File: src/rtl/fetch_pkg.sv
// Shared definitions for the instruction fetch stage: resolved opcodes,
// FSM state encoding and the default address width.
package fetch_pkg;

  localparam int DEFAULT_ADDR_W = 8;

  localparam logic [7:0] OP_JMP  = 8'h81;
  localparam logic [7:0] OP_CALL = 8'h82;
  localparam logic [7:0] OP_RET  = 8'h83;
  localparam logic [7:0] OP_GOTO = 8'h84;
  localparam logic [7:0] OP_JZ   = 8'h85;
  localparam logic [7:0] OP_JNZ  = 8'h87;

  typedef enum logic [2:0] {
    IDLE   = 3'd0,
    FETCH  = 3'd1,
    ISSUE  = 3'd2,
    TARGET = 3'd3,
    RETURN = 3'd4
  } fetch_state_t;

  // Opcodes that take an operand byte and are resolved without the control unit.
  function automatic logic takes_operand(input logic [7:0] op);
    return (op == OP_JMP) || (op == OP_CALL) || (op == OP_GOTO) ||
           (op == OP_JZ)  || (op == OP_JNZ);
  endfunction

endpackage

File: src/rtl/fetch_unit_return_stack.sv
// Return-address LIFO. dout always shows the top entry; push on full and
// pop on empty leave the pointer untouched.
module return_stack #(
  parameter int DEPTH = 4,
  parameter int W     = 8
) (
  input  logic         clock,
  input  logic         reset_n,
  input  logic         push,
  input  logic         pop,
  input  logic [W-1:0] din,
  output logic [W-1:0] dout,
  output logic         full,
  output logic         empty
);

  localparam int IDX_W = $clog2(DEPTH);
  localparam logic [IDX_W:0] SP_ONE  = (IDX_W+1)'(1);
  localparam logic [IDX_W:0] SP_FULL = (IDX_W+1)'(DEPTH);

  logic [W-1:0]   mem [DEPTH];
  logic [IDX_W:0] sp;
  logic [IDX_W:0] sp_m1;

  assign sp_m1 = sp - SP_ONE;
  assign dout  = mem[sp_m1[IDX_W-1:0]];
  assign full  = (sp == SP_FULL);
  assign empty = (sp == '0);

  always_ff @(posedge clock or negedge reset_n) begin
    if (!reset_n) begin
      sp <= '0;
    end else if (push && !full) begin
      sp <= sp + SP_ONE;
    end else if (pop && !empty) begin
      sp <= sp_m1;
    end
  end

  always_ff @(posedge clock) begin
    if (push && !full) begin
      mem[sp[IDX_W-1:0]] <= din;
    end
  end

endmodule

File: src/rtl/fetch_unit.sv
// Instruction fetch stage: owns the PC, fetches opcodes, resolves control flow
// locally and hands only ALU-class opcodes to the control unit.
// Handshakes: a memory read completes on any cycle with imem_req && imem_valid;
// imem_addr is held while imem_req is high. An ISSUE opcode completes on
// ir_valid && pc_load; pc_load is ignored whenever ir_valid is low.
module fetch_unit
  import fetch_pkg::*;
#(
  parameter int                ADDR_W      = DEFAULT_ADDR_W,
  parameter int                STACK_DEPTH = 4,
  parameter logic [ADDR_W-1:0] RESET_PC    = '0
) (
  input  logic              clock,
  input  logic              reset_n,
  input  logic              pc_load,
  input  logic              zero_flag,
  output logic              imem_req,
  output logic [ADDR_W-1:0] imem_addr,
  input  logic              imem_valid,
  input  logic [7:0]        imem_data,
  output logic [7:0]        ir,
  output logic              ir_valid,
  output logic [ADDR_W-1:0] pc,
  output logic              stack_err,
  output fetch_state_t      state
);

  localparam logic [ADDR_W-1:0] PC_ONE = ADDR_W'(1);

  fetch_state_t      state_q, state_d;
  logic [ADDR_W-1:0] pc_q, pc_d;
  logic [7:0]        ir_q, ir_d;
  logic              err_q, err_d;
  logic              push, pop, taken;
  logic [ADDR_W-1:0] pc_inc;
  logic [ADDR_W-1:0] stack_top;
  logic              stack_full, stack_empty;

  assign pc_inc    = pc_q + PC_ONE;
  assign pc        = pc_q;
  assign ir        = ir_q;
  assign stack_err = err_q;
  assign state     = state_q;

  return_stack #(
    .DEPTH (STACK_DEPTH),
    .W     (ADDR_W)
  ) u_stack (
    .clock   (clock),
    .reset_n (reset_n),
    .push    (push),
    .pop     (pop),
    .din     (pc_inc),
    .dout    (stack_top),
    .full    (stack_full),
    .empty   (stack_empty)
  );

  always_ff @(posedge clock or negedge reset_n) begin
    if (!reset_n) begin
      state_q <= IDLE;
      pc_q    <= RESET_PC;
      ir_q    <= 8'h00;
      err_q   <= 1'b0;
    end else begin
      state_q <= state_d;
      pc_q    <= pc_d;
      ir_q    <= ir_d;
      err_q   <= err_d;
    end
  end

  always_comb begin
    state_d   = state_q;
    pc_d      = pc_q;
    ir_d      = ir_q;
    err_d     = err_q;
    push      = 1'b0;
    pop       = 1'b0;
    taken     = 1'b0;
    imem_req  = 1'b0;
    imem_addr = '0;
    ir_valid  = 1'b0;
    case (state_q)
      IDLE: state_d = FETCH;
      FETCH: begin
        imem_req  = 1'b1;
        imem_addr = pc_q;
        if (imem_valid) begin
          ir_d = imem_data;
          if (imem_data == OP_RET) begin
            state_d = RETURN;
          end else if (takes_operand(imem_data)) begin
            pc_d    = pc_inc;
            state_d = TARGET;
          end else begin
            state_d = ISSUE;
          end
        end
      end
      ISSUE: begin
        ir_valid = 1'b1;
        if (pc_load) begin
          pc_d    = pc_inc;
          state_d = FETCH;
        end
      end
      TARGET: begin
        imem_req  = 1'b1;
        imem_addr = pc_q;
        if (imem_valid) begin
          case (ir_q)
            OP_JMP, OP_GOTO: taken = 1'b1;
            OP_JZ:           taken = zero_flag;
            OP_JNZ:          taken = !zero_flag;
            OP_CALL: begin
              // A CALL that cannot save its return address falls through.
              if (stack_full) begin
                err_d = 1'b1;
              end else begin
                taken = 1'b1;
                push  = 1'b1;
              end
            end
            default: taken = 1'b0;
          endcase
          pc_d    = taken ? ADDR_W'(imem_data) : pc_inc;
          state_d = FETCH;
        end
      end
      RETURN: begin
        if (stack_empty) begin
          pc_d  = pc_inc;
          err_d = 1'b1;
        end else begin
          pc_d = stack_top;
          pop  = 1'b1;
        end
        state_d = FETCH;
      end
      default: state_d = IDLE;
    endcase
  end

endmodule

File: config.mk
export PLATFORM = sky130hd
export DESIGN_NAME = fetch_unit
export DESIGN_NICKNAME = d
export VERILOG_FILES = /design/src/rtl/fetch_pkg.sv /design/src/rtl/fetch_unit_return_stack.sv /design/src/rtl/fetch_unit.sv
export SDC_FILE = /design/constraint.sdc
export NUM_CORES = 1
export LEC_CHECK = 0
export ABC_AREA = 1
export CAP_MARGIN = 40
export CORE_MARGIN = 4
export CORE_UTILIZATION = 55
export CTS_CLUSTER_DIAMETER = 150
export DETAILED_ROUTE_END_ITERATION = 6
export PLACE_DENSITY = 0.8
export SYNTH_ARGS = -nofsm -noshare
export SYNTH_HDL_FRONTEND = slang
export SYNTH_HIERARCHICAL = 1
export SYNTH_SLANG_ARGS = --single-unit
export TNS_END_PERCENT = 20
File: constraint.sdc
create_clock -name clock -period 2.8 [get_ports clock]
set_input_delay 0.42 -clock clock [delete_from_list [all_inputs] [get_ports clock]]
set_output_delay 0.42 -clock clock [all_outputs]
set_load 0.05 [all_outputs]
=== Word level (Yosys, flattened, before mapping) ===
Memories as Yosys holds them, arrays and structs flattened.
Cells that the tools add are included.
W data, S select, Z words.

* Add/subtract/negate cells: 3
* Equal/unequal tests: 24
* Mux-type cells: 35
* Reductions and logical operators: 21

{| class="wikitable"
|+ Operators with widths
! kind !! number
|-
| $eq A8 B8 Y1 const B || 11
|-
| $mux W8 || 8
|-
| $pmux W8 S4 || 1
|-
| $mux W3 || 6
|-
| $mux W1 || 17
|-
| $ne A2 B2 Y1 const B || 6
|-
| $pmux W3 S4 || 1
|-
| $add A8 B1 Y8 const B || 1
|-
| $eq A3 B2 Y1 const B || 2
|-
| $eq A3 B3 Y1 const B || 2
|-
| $logic_not A3 Y1 || 2
|-
| $reduce_and A6 Y1 || 1
|-
| $reduce_or A2 Y1 || 3
|-
| $reduce_and A5 Y1 || 1
|-
| $logic_or A1 B1 Y1 || 4
|-
| $ne A2 B1 Y1 const B || 2
|-
| $pmux W1 S4 || 1
|-
| $reduce_bool A2 Y1 || 2
|-
| $reduce_bool A4 Y1 || 1
|-
| $add A3 B1 Y3 const B || 1
|-
| $eq A3 B1 Y1 const B || 1
|-
| $logic_not A1 Y1 || 3
|-
| $reduce_and A3 Y1 || 1
|-
| $sub A3 B1 Y3 const B || 1
|-
| 3 further kinds || 4
|}

* Register bits after elaboration: 23
* RAM bits: 32
* Bits of input ports: 13
* Output and inout port bits: 30
* Logic and storage cells: 89
* Memories: 1

{| class="wikitable"
|+ Memories
! memory !! depth !! width !! rd ports !! clocked after Yosys merged registers in !! wr ports !! line !! source
|-
| u_stack.mem || 4 || 8 || 1 || 0 || 1 || fetch_unit_return_stack.sv:21 || <nowiki>logic [W-1:0] mem [DEPTH];</nowiki>
|}

=== Depth between registers and ports, before layout ===
Gate-level depths: netlist (run 1).

* Depth in word-level cells: 9
* Gate-level depth with buffers: 14
* Depth with buffers taken out: 11

=== By module ===
Netlist (run 1), hierarchy kept.

{| class="wikitable"
|+ By module, submodules not included
! module !! instances !! cells each !! area an instance (µm²) !! sequential area each (µm²)
|-
| fetch_unit || 1 || 240 || 1597.8 || 500.5
|-
| return_stack || 1 || 140 || 1580.3 || 1036.0
|}

=== Worst setup path after synthesis (run 1) ===
OpenSTA, ideal clock, no wires.

* Kind: reg-to-reg
* From: register state_q[0] (netlist: state[0])
* To: memory u_stack.mem[1][0], enable pin
* Library setup time: 0.371 ns
* Arrival: 2.112 ns
* Data required time: 2.429 ns
* Slack: 0.317 ns
* Cell stages (with the launch flop): 7
* Path buffers: 0
* Clock period less this slack: 2.483 ns
* Cell sequence: dfrtp_1 > inv_2 > nor2_4 > nand2_2 > nor3_1 > nand2_2 > nor2_1

* Longest elaborated chain between the ends: 5

{| class="wikitable"
|+ RTL lines
! element !! line !! source
|-
| from (decl) || fetch_unit.sv:30 || <nowiki>fetch_state_t state_q, state_d;</nowiki>
|-
| from (signal assigned) || fetch_unit.sv:66 || <nowiki>state_q <= state_d;</nowiki>
|-
| $eq A3 B2 Y1 || fetch_unit.sv:84 || <nowiki>case (state_q)</nowiki>
|-
| $mux W1 || fetch_unit.sv:84 ||
|-
| via push || fetch_unit.sv:34 || <nowiki>logic push, pop, taken;</nowiki>
|-
| $logic_and A1 B1 Y1 || fetch_unit_return_stack.sv:41 || <nowiki>if (push && !full) begin</nowiki>
|-
| $mux W1 || fetch_unit_return_stack.sv:41 ||
|-
| $mux W1 (implied by the code) || fetch_unit_return_stack.sv:42 || <nowiki>mem[sp[IDX_W-1:0]] <= din;</nowiki>
|-
| to (decl) || fetch_unit_return_stack.sv:21 ||
|}

The timed path passes the listed nets, and every way through them passes these cells.

=== Worst setup path in the final report (run 1) ===
* From: register state_q[2] (netlist: state[2])
* To: output port imem_addr[6]

* Longest elaborated chain between the ends: 3
* Elaborated cells between the ends (all ways): 4
* Classes of those cells: 2 x eq/ne; 1 x mux; 1 x reduce/logical

{| class="wikitable"
|+ RTL lines
! element !! line !! source
|-
| $eq A3 B2 Y1 or $eq A3 B1 Y1 (tied branches) || fetch_unit.sv:84 ||
|-
| $reduce_or A2 Y1 (no source line) (*) || n/a ||
|-
| $mux W8 (*) || fetch_unit.sv:84 ||
|-
| to (decl) || fetch_unit.sv:18 || <nowiki>output logic [ADDR_W-1:0] imem_addr,</nowiki>
|}

Mark *: on every way between the ends. The rest lies on a longest branch, timed or not.

==> results of run 1 <==
-- synth_stat cells (2+ instances only) --
| master | number | area share |
|---|---|---|
| ha_1 | 7 | 0.028 |
| inv_1 | 54 | 0.064 |
| o21ai_1 | 4 | 0.0063 |
| a22oi_1 | 2 | 0.0047 |
| nand2_2 | 5 | 0.0098 |
| o211ai_1 | 11 | 0.026 |
| nor2_4 | 4 | 0.014 |
| nand3_2 | 2 | 0.0063 |
| inv_2 | 5 | 0.0059 |
| inv_4 | 2 | 0.0039 |
| dfrtp_1 | 23 | 0.18 |
| nor2_1 | 51 | 0.060 |
| a21oi_2 | 7 | 0.019 |
| edfxtp_1 | 32 | 0.30 |
| nor3_1 | 2 | 0.0031 |
| buf_6 | 4 | 0.014 |
| a21oi_1 | 3 | 0.0047 |
| nand2_1 | 91 | 0.11 |
| nand3_1 | 24 | 0.038 |
| nand3b_1 | 4 | 0.0094 |
| o21ai_0 | 18 | 0.028 |
| nor2_2 | 10 | 0.020 |
-- flip-flops by register name, indices dropped and copies added, names as in the netlist --
| signal | cells |
|---|---|
| ir | 8 |
| pc | 8 |
| stack_err | 1 |
| state | 3 |
| u_stack/mem | 32 |
| u_stack/sp | 3 |
-- per-stage QoR --
stage          power [mW]  cell area, sq um  setup WS (ns)
6_report             4.54              3770          0.338
3_5_place_dp         4.06              3670          0.416
4_1_cts              4.54              3770          0.315
3_3_place_gp         4.02              3670          0.478
5_1_grt              4.84              3770          0.129
2_1_floorplan        3.27              3180          0.317
-- how the worst min path moves through the flow --
stage,startpoint,endpoint,cells past startpoint
3_5_place_dp,stack_err,stack_err,1
5_1_grt,reset_n,state[2],2
4_1_cts,reset_n,ir[3],2
2_1_floorplan,reset_n,ir[0],0
3_3_place_gp,stack_err,stack_err,1
6_report,reset_n,state[0],2
-- final cells by class --
| cell class | instances | area, sq um | area share |
|---|---|---|---|
| sequential | 55 | 1540 | 0.408 |
| multi-input combinational | 256 | 1330 | 0.353 |
| timing repair buffer | 48 | 465 | 0.124 |
| inverter | 63 | 246 | 0.0654 |
| tap | 72 | 90.1 | 0.0239 |
| clock buffer | 6 | 82.6 | 0.0219 |
| clock inverter | 2 | 16.3 | 0.00432 |
-- critical path: stages (launching register included) --
cell and delay [ns]:
dfrtp_1 0.46, nor2_4 0.21, inv_4 0.10, nor2_1 0.12
clkdlybuf4s50_1 0.83
-- cells by family after synthesis --
family / Yosys count / synth area share
and+or+nand+nor: 199 / 0.289
buffers and inverters: 69 / 0.0980
DFF: 55 / 0.483
AOI/OAI and AO/OA: 49 / 0.0996
adders and majority gates: 7 / 0.0276
xor gates and xnor gates: 1 / 0.00276
-- report_power, final --
group	internal, mW	total, mW	switching (mW)
Clock	0.203	0.473	0.270
Combinational	0.866	2.76	1.90
Sequential	1.11	1.30	0.192
-- routing by layer --
layer	wire length, um	share of wire
met1	3170	0.42
met2	3670	0.49
met3	520	0.069
met4	175	0.023
met5	0	0
-- cells in the final DEF, fill, tap and decap left out, drive strengths merged, types with 2 or more instances in the layout --
cell type,synthesis,layout
nand2,98,98
nor2,65,65
inv,62,62
clkdlybuf4s50,0,42
edfxtp,32,32
nand3,26,26
dfrtp,23,23
o21ai,23,23
o211ai,11,11
a21oi,10,10
ha,7,7
clkbuf,0,6
buf,6,6
nand3b,5,5
nor3,3,3
a22oi,2,2
clkinv,1,2
==> results.py, run 1 <==
metrics = {
    "critical_path": {
        "critPathArrivalTime_ns": 2.04,
        "r2r_end": "u_stack/mem[1][1]",
        "rr_worst_depth": 9,
        "path_class": "flip-flop to output port",
        "path_max_fanout": 10,
        "r2r-start": "u_stack/sp[0]",
        "r2r_setup_slack_ns": 0.39,
        "startpoint": "state[2]",
        "crit_required_ns": 2.38,
        "endpoint": "imem_addr[6]",
        "cp-end-kind": "output port",
        "worstSetupStartpointType": "flip-flop",
    },
    "synthesis": {
        "yosys_warnings": 6,
        "synthDistinctLibCells": 37,
        "synth_fp_nets": 400,
        "syn_area_sq_um": 3180,
        "synth_edf_count": 32,
        "ys_seq_area_frac": 0.483,
        "synth_seq_cells": 55,
        "syn-instance-count": 380,
        "synthArstFlopShare": 0.418,
        "ys.flop_type": "edfxtp_1",
        "syn_avg_cell_area_sq_um": 8.36,
    },
    "sta": {
        "setup_viol": 0,
        "fmax_mhz": 406,
        "worstMarginPinSlew_ns": 0.532,
        "hold_ws_ns": 0.453,
        "period_share": 0.879,
        "fin_crit_ns": 2.46,
        "hold_violations": 0,
        "maxSlewHeadroom": 0.644,
        "slew_violations": 0,
        "tns_ns": 0,
        "rsz0062_at_grt": "false",
        "fin_skew_ns": 0.00434,
    },
    "grt": {
        "busiest_layer": "met2",
        "grt_pass1_vias": 2483,
        "grt_pass1_wl_um": 12300,
        "antenna_found_initial": 0,
        "grt_usage": 0.222,
        "grt_util_met2": 0.376,
        "grt_use_met3": 0.0424,
        "grt_max_degree": 29,
        "overflow": 0,
        "grt_util_met1": 0.286,
    },
    "power": {
        "ir_worst_vdd_uv": 923,
        "p_per_area_nw_per_um2": 1200,
        "total_leakage_power_nw": 1.72,
    },
    "worst_hold_path": {
        "hold_class": "input pin to asynchronous set/reset pin",
    },
    "floorplanning": {
        "coreArea_sq_um": 5540,
        "num_rows": 27,
        "dieArea_sq_um": 7060,
        "dieWidth_um": 84.0,
        "start_util": 0.574,
        "io-pin-count": 43,
        "fp.dieH_um": 84.0,
    },
    "place": {
        "dpl.hpwl_um": 5800,
        "gp_congestion": 0.874,
        "place.detailed.instances": 494,
        "port_buffers": 42,
    },
    "route": {
        "vias": 2686,
        "drt_iter0_markers": 174,
        "drt-total-wl_um": 7530,
        "drt_pass1_iterations": 6,
        "via_per_inst": 5.35,
        "drc": 0,
        "detail-route-antenna-nets": 0,
        "post_drt_wl_per_cell_um": 15.0,
    },
    "clock_network": {
        "holdBufCountCts": 0,
        "cts_sinks": 55,
        "cts_max_path_buffers": 2,
        "cts_tree": "done",
        "post_cts_buffers": 0,
        "root_buffer": "clkbuf_8",
        "cts_resized": 0,
        "path_clk_slew_ns": 0.10,
        "cts_made_buffers": 5,
        "h-tree-depth": 2,
        "clock_latency_ns": 0.31,
    },
    "finish": {
        "utilization": 0.680,
        "nNetsFinal": 449,
        "drive_gt1_frac": 0.133,
        "antenna_cells": 0,
        "area_delta_synth_final_pct": 18.5,
        "nFillCells": 457,
        "stdcell_count": 502,
    },
    "flow_run": {
        "maxCapViolCount": 0,
    },
    "outcome": {
        "status": "finished, final reports clean",
    },
}
No activity file was read; power rests on OpenSTA's default activity.
==> run 2: changes to the inputs <==
ABC_AREA = unset   (was 1)
CORE_UTILIZATION = 54   (was 55)
PLACE_DENSITY = 0.79   (was 0.8)
==> results.py, run 2 <==
metrics = {
    "sta": {
        "period_share": 0.844,
        "slew_violations": 0,
        "rsz0062_at_grt": "false",
        "setup_viol": 0,
        "fmax_mhz": 423,
        "maxSlewHeadroom": 0.541,
        "hold_ws_ns": 0.453,
        "fin_skew_ns": 0.00726,
        "worstMarginPinSlew_ns": 0.684,
        "tns_ns": 0,
        "fin_crit_ns": 2.36,
        "hold_violations": 0,
    },
    "critical_path": {
        "path_class": "flip-flop to output port",
        "rr_worst_depth": 8,
        "path_max_fanout": 12,
        "crit_required_ns": 2.38,
        "cp_num_buf_inv": 2,
        "worstSetupStartpointType": "flip-flop",
        "critPathMaxStageDelay_ns": 0.60,
        "slowest_stage": "dfrtp_1",
        "r2r_setup_slack_ns": 0.50,
        "r2r-start": "u_stack/sp[1]",
        "path_cells": "nor2b_1 -> buf_4 -> and2_1 -> buf_4",
        "path_delay_family": "simple AND/OR/NAND/NOR gates",
        "r2r_end": "u_stack/sp[1]",
        "critPathArrivalTime_ns": 1.94,
        "path_common_cell": "buf_4",
        "cp-end-kind": "output port",
    },
    "worst_hold_path": {
        "hold_class": "input pin to asynchronous set/reset pin",
    },
    "synthesis": {
        "synth_edf_count": 32,
        "synthDistinctLibCells": 55,
        "syn-instance-count": 232,
        "synthTopCellsByCount": "32 x edfxtp_1, 23 x dfrtp_1, 13 x nand2_1",
        "yosys.area_share.simple": 0.176,
        "synth_top_family_by_area": "simple AND/OR/NAND/NOR gates",
        "yosysTopAreaCellShare": 0.326,
        "synth.area.mux_share": 0.109,
        "syn_area_sq_um": 2940,
        "ys_seq_area_frac": 0.522,
        "synth_compound_area_frac": 0.0973,
        "yosysMostFrequentCell": "edfxtp_1",
        "synthAdderAreaFrac": 0.0297,
        "synth_seq_cells": 55,
        "yosys_warnings": 6,
        "synthArstFlopShare": 0.418,
        "ys.flop_type": "edfxtp_1",
        "synth_area_leaders": "edfxtp_1 33%, dfrtp_1 20%, mux4_2 6.1%",
        "synth_top_area_cell": "edfxtp_1",
        "synth_xor_area_frac": 0.0238,
        "synth_fp_nets": 252,
        "syn_avg_cell_area_sq_um": 12.7,
    },
    "clock_network": {
        "holdBufCountCts": 0,
        "cts_sinks": 55,
        "cts_resized": 0,
        "cts_made_buffers": 5,
        "root_buffer": "clkbuf_8",
        "post_cts_buffers": 0,
        "cts_max_path_buffers": 2,
        "path_clk_slew_ns": 0.10,
        "cts_tree": "done",
        "h-tree-depth": 2,
        "clock_latency_ns": 0.31,
    },
    "grt": {
        "grt_usage": 0.201,
        "grt_max_degree": 24,
        "overflow": 0,
        "antenna_found_initial": 0,
        "grt_pass1_wl_um": 9780,
        "grt_pass1_vias": 1900,
    },
    "place": {
        "dpl.hpwl_um": 4640,
        "gp_congestion": 0.836,
        "port_buffers": 42,
        "place.detailed.instances": 339,
    },
    "finish": {
        "utilization": 0.670,
        "nFillCells": 393,
        "largest_register_ffs": 32,
        "stdcell_count": 347,
        "final_common_cell": "clkdlybuf4s50_1",
        "antenna_cells": 0,
        "final_cell_mix": "33 x clkdlybuf4s50_1, 32 x edfxtp_1, 23 x dfrtp_1, 14 x buf_4, 13 x nand2_1",
        "seqCellArea_sq_um": 1540,
        "drive_gt1_frac": 0.199,
        "multiInputGateArea_sq_um": 1280,
        "area_delta_synth_final_pct": 18.5,
        "nNetsFinal": 296,
    },
    "route": {
        "drt_iter0_markers": 209,
        "drt-total-wl_um": 6130,
        "drc": 0,
        "detail-route-antenna-nets": 0,
        "vias": 2010,
        "via_per_inst": 5.79,
        "drt_pass1_iterations": 4,
        "post_drt_wl_per_cell_um": 17.7,
    },
    "floorplanning": {
        "io-pin-count": 43,
        "coreArea_sq_um": 5200,
        "dieArea_sq_um": 6700,
        "start_util": 0.566,
        "fp.dieH_um": 81.8,
        "num_rows": 26,
        "dieWidth_um": 81.8,
    },
    "power": {
        "total_leakage_power_nw": 1.33,
        "ir_worst_vdd_uv": 731,
        "p_per_area_nw_per_um2": 1170,
        "power_mw": 4.09,
    },
    "outcome": {
        "status": "finished, final reports clean",
    },
    "flow_run": {
        "maxCapViolCount": 0,
    },
}
-- run 2: cell types whose count changed in the layout (fill, tap and decap cells not counted), moves of 9 or more --
cell,before,now
clkdlybuf4s50_1,42,33
mux2_2,0,9
nand2_1,91,13
inv_1,54,11
nor2_1,51,12
nand3_1,24,4
and2_1,0,9
nor2_2,10,0
o21ai_0,18,3
-- run 2: final cells by class --
cell class                 instances  share of cell area
inverter                          12              0.0129
tap                               70              0.0251
timing repair buffer              47               0.125
clock buffer                       6              0.0237
sequential                        55               0.440
clock inverter                     2             0.00502
multi-input combinational        155               0.368
-- run 2: worst max path at each step --
| stage | startpoint | end | slack [ns] | cells past startpoint |
|---|---|---|---|---|
| after global placement | imem_valid | u_stack/mem[2][3] | 0.36 | 6 |
| final | state[0] | imem_addr[1] | 0.44 | 4 |
| after floorplan | state[1] | ir_valid | 0.35 | 2 |
| after CTS | state[1] | ir_valid | 0.44 | 2 |
| after detailed placement | imem_valid | u_stack/mem[2][5] | 0.33 | 6 |
| after global routing | state[0] | imem_addr[1] | 0.31 | 4 |
-- run 2: metrics by stage --
step	setup WS [ns]	instance area (sq um)
after floorplan	0.353	2940
after global routing	0.314	3490
after CTS	0.438	3490
final	0.436	3490
after global placement	0.363	3390
after detailed placement	0.331	3390
-- run 2: logic make-up after synthesis --
group	Yosys count
AO/OA/AOI/OAI	39
XOR/XNOR	8
adder cells (fa/ha/maj)	7
buffers and inverters	22
flip-flops	55
multiplexers	21
AND/OR/NAND/NOR	80
-- run 2: power by group --
part | total [mW] | switching [mW] | internal, mW
combinational | 2.30 | 1.49 | 0.812
sequential | 1.33 | 0.218 | 1.11
clock | 0.461 | 0.254 | 0.207
-- run 2: metal layers --
metal | global-route usage | vias up | share of wire
li1 | - | 961 | -
met1 | 0.293 | 962 | 0.45
met2 | 0.292 | 78 | 0.46
met3 | 0.0537 | 9 | 0.073
met4 | 0.0698 | 0 | 0.017
met5 | 0 | - | 0
==> run 3: changes to the inputs <==
CORE_UTILIZATION = 49   (was 54)
PLACE_DENSITY = 0.76   (was 0.79)
clock period = 1.9 ns   (was 2.8 ns; I/O delays follow)
==> results.py, run 3 (synthesis results as in run 2) <==
metrics = {
    "outcome": {
        "status": "finished, violations left",
        "failed_checks": "negative setup slack",
    },
    "finish": {
        "fin_area_sq_um": 4040,
        "final_cell_mix": "60 x buf_4, 32 x edfxtp_1, 19 x dfrtp_1, 16 x clkdlybuf4s50_1, 12 x nand2_1",
        "nNetsFinal": 345,
        "final_common_cell": "buf_4",
        "area_delta_synth_final_pct": 37.2,
        "largest_register_ffs": 32,
        "drive_gt1_frac": 0.396,
        "stdcell_count": 398,
        "antenna_cells": 0,
    },
    "sta": {
        "fin_crit_ns": 2.10,
        "fin_skew_ns": 0.00787,
        "setup_viol": 42,
        "rsz0062_at_grt": "true",
        "maxSlewHeadroom": 0.657,
        "fmax_mhz": 476,
        "period_share": 1.10,
        "worstMarginPinSlew_ns": 0.507,
        "tns_ns": -7.17,
        "slew_violations": 0,
        "hold_violations": 0,
        "fin_ws_ns": -0.199,
    },
    "clock_network": {
        "cts_tree": "done",
        "cts_made_buffers": 5,
        "h-tree-depth": 2,
        "root_buffer": "clkbuf_8",
        "cts_sinks": 55,
        "cts_max_path_buffers": 2,
        "clock_latency_ns": 0.31,
        "path_clk_slew_ns": 0.10,
    },
    "place": {
        "port_buffers": 42,
        "pre_cts_ws_ns": -0.429,
        "placed_area_sq_um": 3870,
        "gp_congestion": 0.874,
        "place.detailed.instances": 389,
        "dpl.hpwl_um": 5570,
    },
    "worst_hold_path": {
        "hold_class": "input pin to asynchronous set/reset pin",
    },
    "critical_path": {
        "path_class": "flip-flop to flip-flop",
        "r2r_end": "u_stack/mem[2][2]",
        "crit_required_ns": 1.92,
        "worstSetupStartpointType": "flip-flop",
        "path_cells": "or4b_4 -> nor3_4 -> nand2_2 -> nor2_2 -> a21boi_4 -> and2_4",
        "path_max_fanout": 8,
        "cp_num_cells": 6,
        "cp_num_buf_inv": 0,
        "critPathArrivalTime_ns": 2.12,
        "r2r_setup_slack_ns": -0.20,
        "cp-end-kind": "flip-flop",
        "critPathMaxStageDelay_ns": 0.56,
        "path_delay_family": "simple AND/OR/NAND/NOR gates",
        "r2r-start": "ir[5]",
        "rr_worst_depth": 6,
        "slowest_stage": "or4b_4",
    },
    "route": {
        "top_layer_used": "met4",
        "detail-route-antenna-nets": 0,
        "drt_iter0_markers": 181,
        "drt-total-wl_um": 7220,
        "met2_length_um": 3570,
        "drc": 0,
        "drt_pass1_iterations": 4,
        "post_drt_wl_per_cell_um": 18.1,
        "dr_wl_met3_um": 410,
        "wl_met1_um": 3130,
        "vias": 2227,
        "via_per_inst": 5.60,
    },
    "floorplanning": {
        "start_util": 0.519,
        "dieWidth_um": 85.5,
        "dieArea_sq_um": 7310,
        "num_rows": 27,
        "io-pin-count": 43,
        "fp.dieH_um": 85.5,
        "coreArea_sq_um": 5680,
    },
    "power": {
        "power_mw": 6.84,
        "total_leakage_power_nw": 1.66,
        "p_per_area_nw_per_um2": 1690,
        "ir_worst_vdd_uv": 1210,
    },
    "grt": {
        "grt_usage": 0.205,
        "antenna_found_initial": 0,
        "grt_max_degree": 24,
        "grt_pass1_vias": 2308,
        "overflow": 0,
        "grt_pass1_wl_um": 11600,
    },
    "flow_run": {
        "maxCapViolCount": 0,
    },
}
==> run 3: through the flow <==
step	hold WS (ns)	util
finish	0.323	0.712
detailed placement	0.466	0.683
CTS	0.338	0.707
global placement	0.481	0.683
global route	0.349	0.712
floorplan	-0.0106	-
==> run 3: layout make-up <==
class / instances / area (sq um)
repair buffers: 96 / 933
multi-input cells: 155 / 1340
fillers: 394 / 1640
flip-flops and latches: 55 / 1540
clock inverters: 3 / 21.3
inverters: 12 / 47.5
clock buffers: 5 / 68.8
well taps: 72 / 90.1
==> run 3: what timing repair did <==
item | in CTS | in global routing
endpoints found under the setup margin | 50 | 56
hold buffers | 0 | 0
gates resized for setup | 17 | 11
pin swaps | 6 | 4
buffers inserted | 1 | 0
==> run 3: how the worst max path moves through the flow <==
stage / start / endpoint / slack (ns)
floorplan: u_stack/sp[0] / u_stack/sp[1] / -0.40
global placement: imem_valid / u_stack/mem[2][3] / -0.38
detailed placement: imem_valid / u_stack/mem[2][6] / -0.43
CTS: ir[5] / u_stack/mem[2][2] / -0.19
global route: ir[5] / u_stack/mem[2][2] / -0.27
finish: ir[5] / u_stack/mem[2][2] / -0.20
==> run 3: worst reg2reg max path: cells and delay by family, from the launching register on <==
family | cells | cell delay [ns]
AND/OR/NAND/NOR | 5 | 1.18
flip-flops | 1 | 0.41
AO/OA/AOI/OAI | 1 | 0.23
==> run 3: routing by layer <==
layer  GRT usage  vias up
met5           0        -
met4      0.0777        0
met3      0.0394       10
met2       0.336       73
met1       0.272     1081
li1            -     1063
==> run 3: power by group <==
| group | leakage, nW | switching [mW] | internal (mW) | total, mW |
|---|---|---|---|---|
| logic | 1.07 | 2.50 | 1.83 | 4.33 |
| clock network | 0.0466 | 0.393 | 0.265 | 0.658 |
| registers | 0.546 | 0.207 | 1.64 | 1.85 |
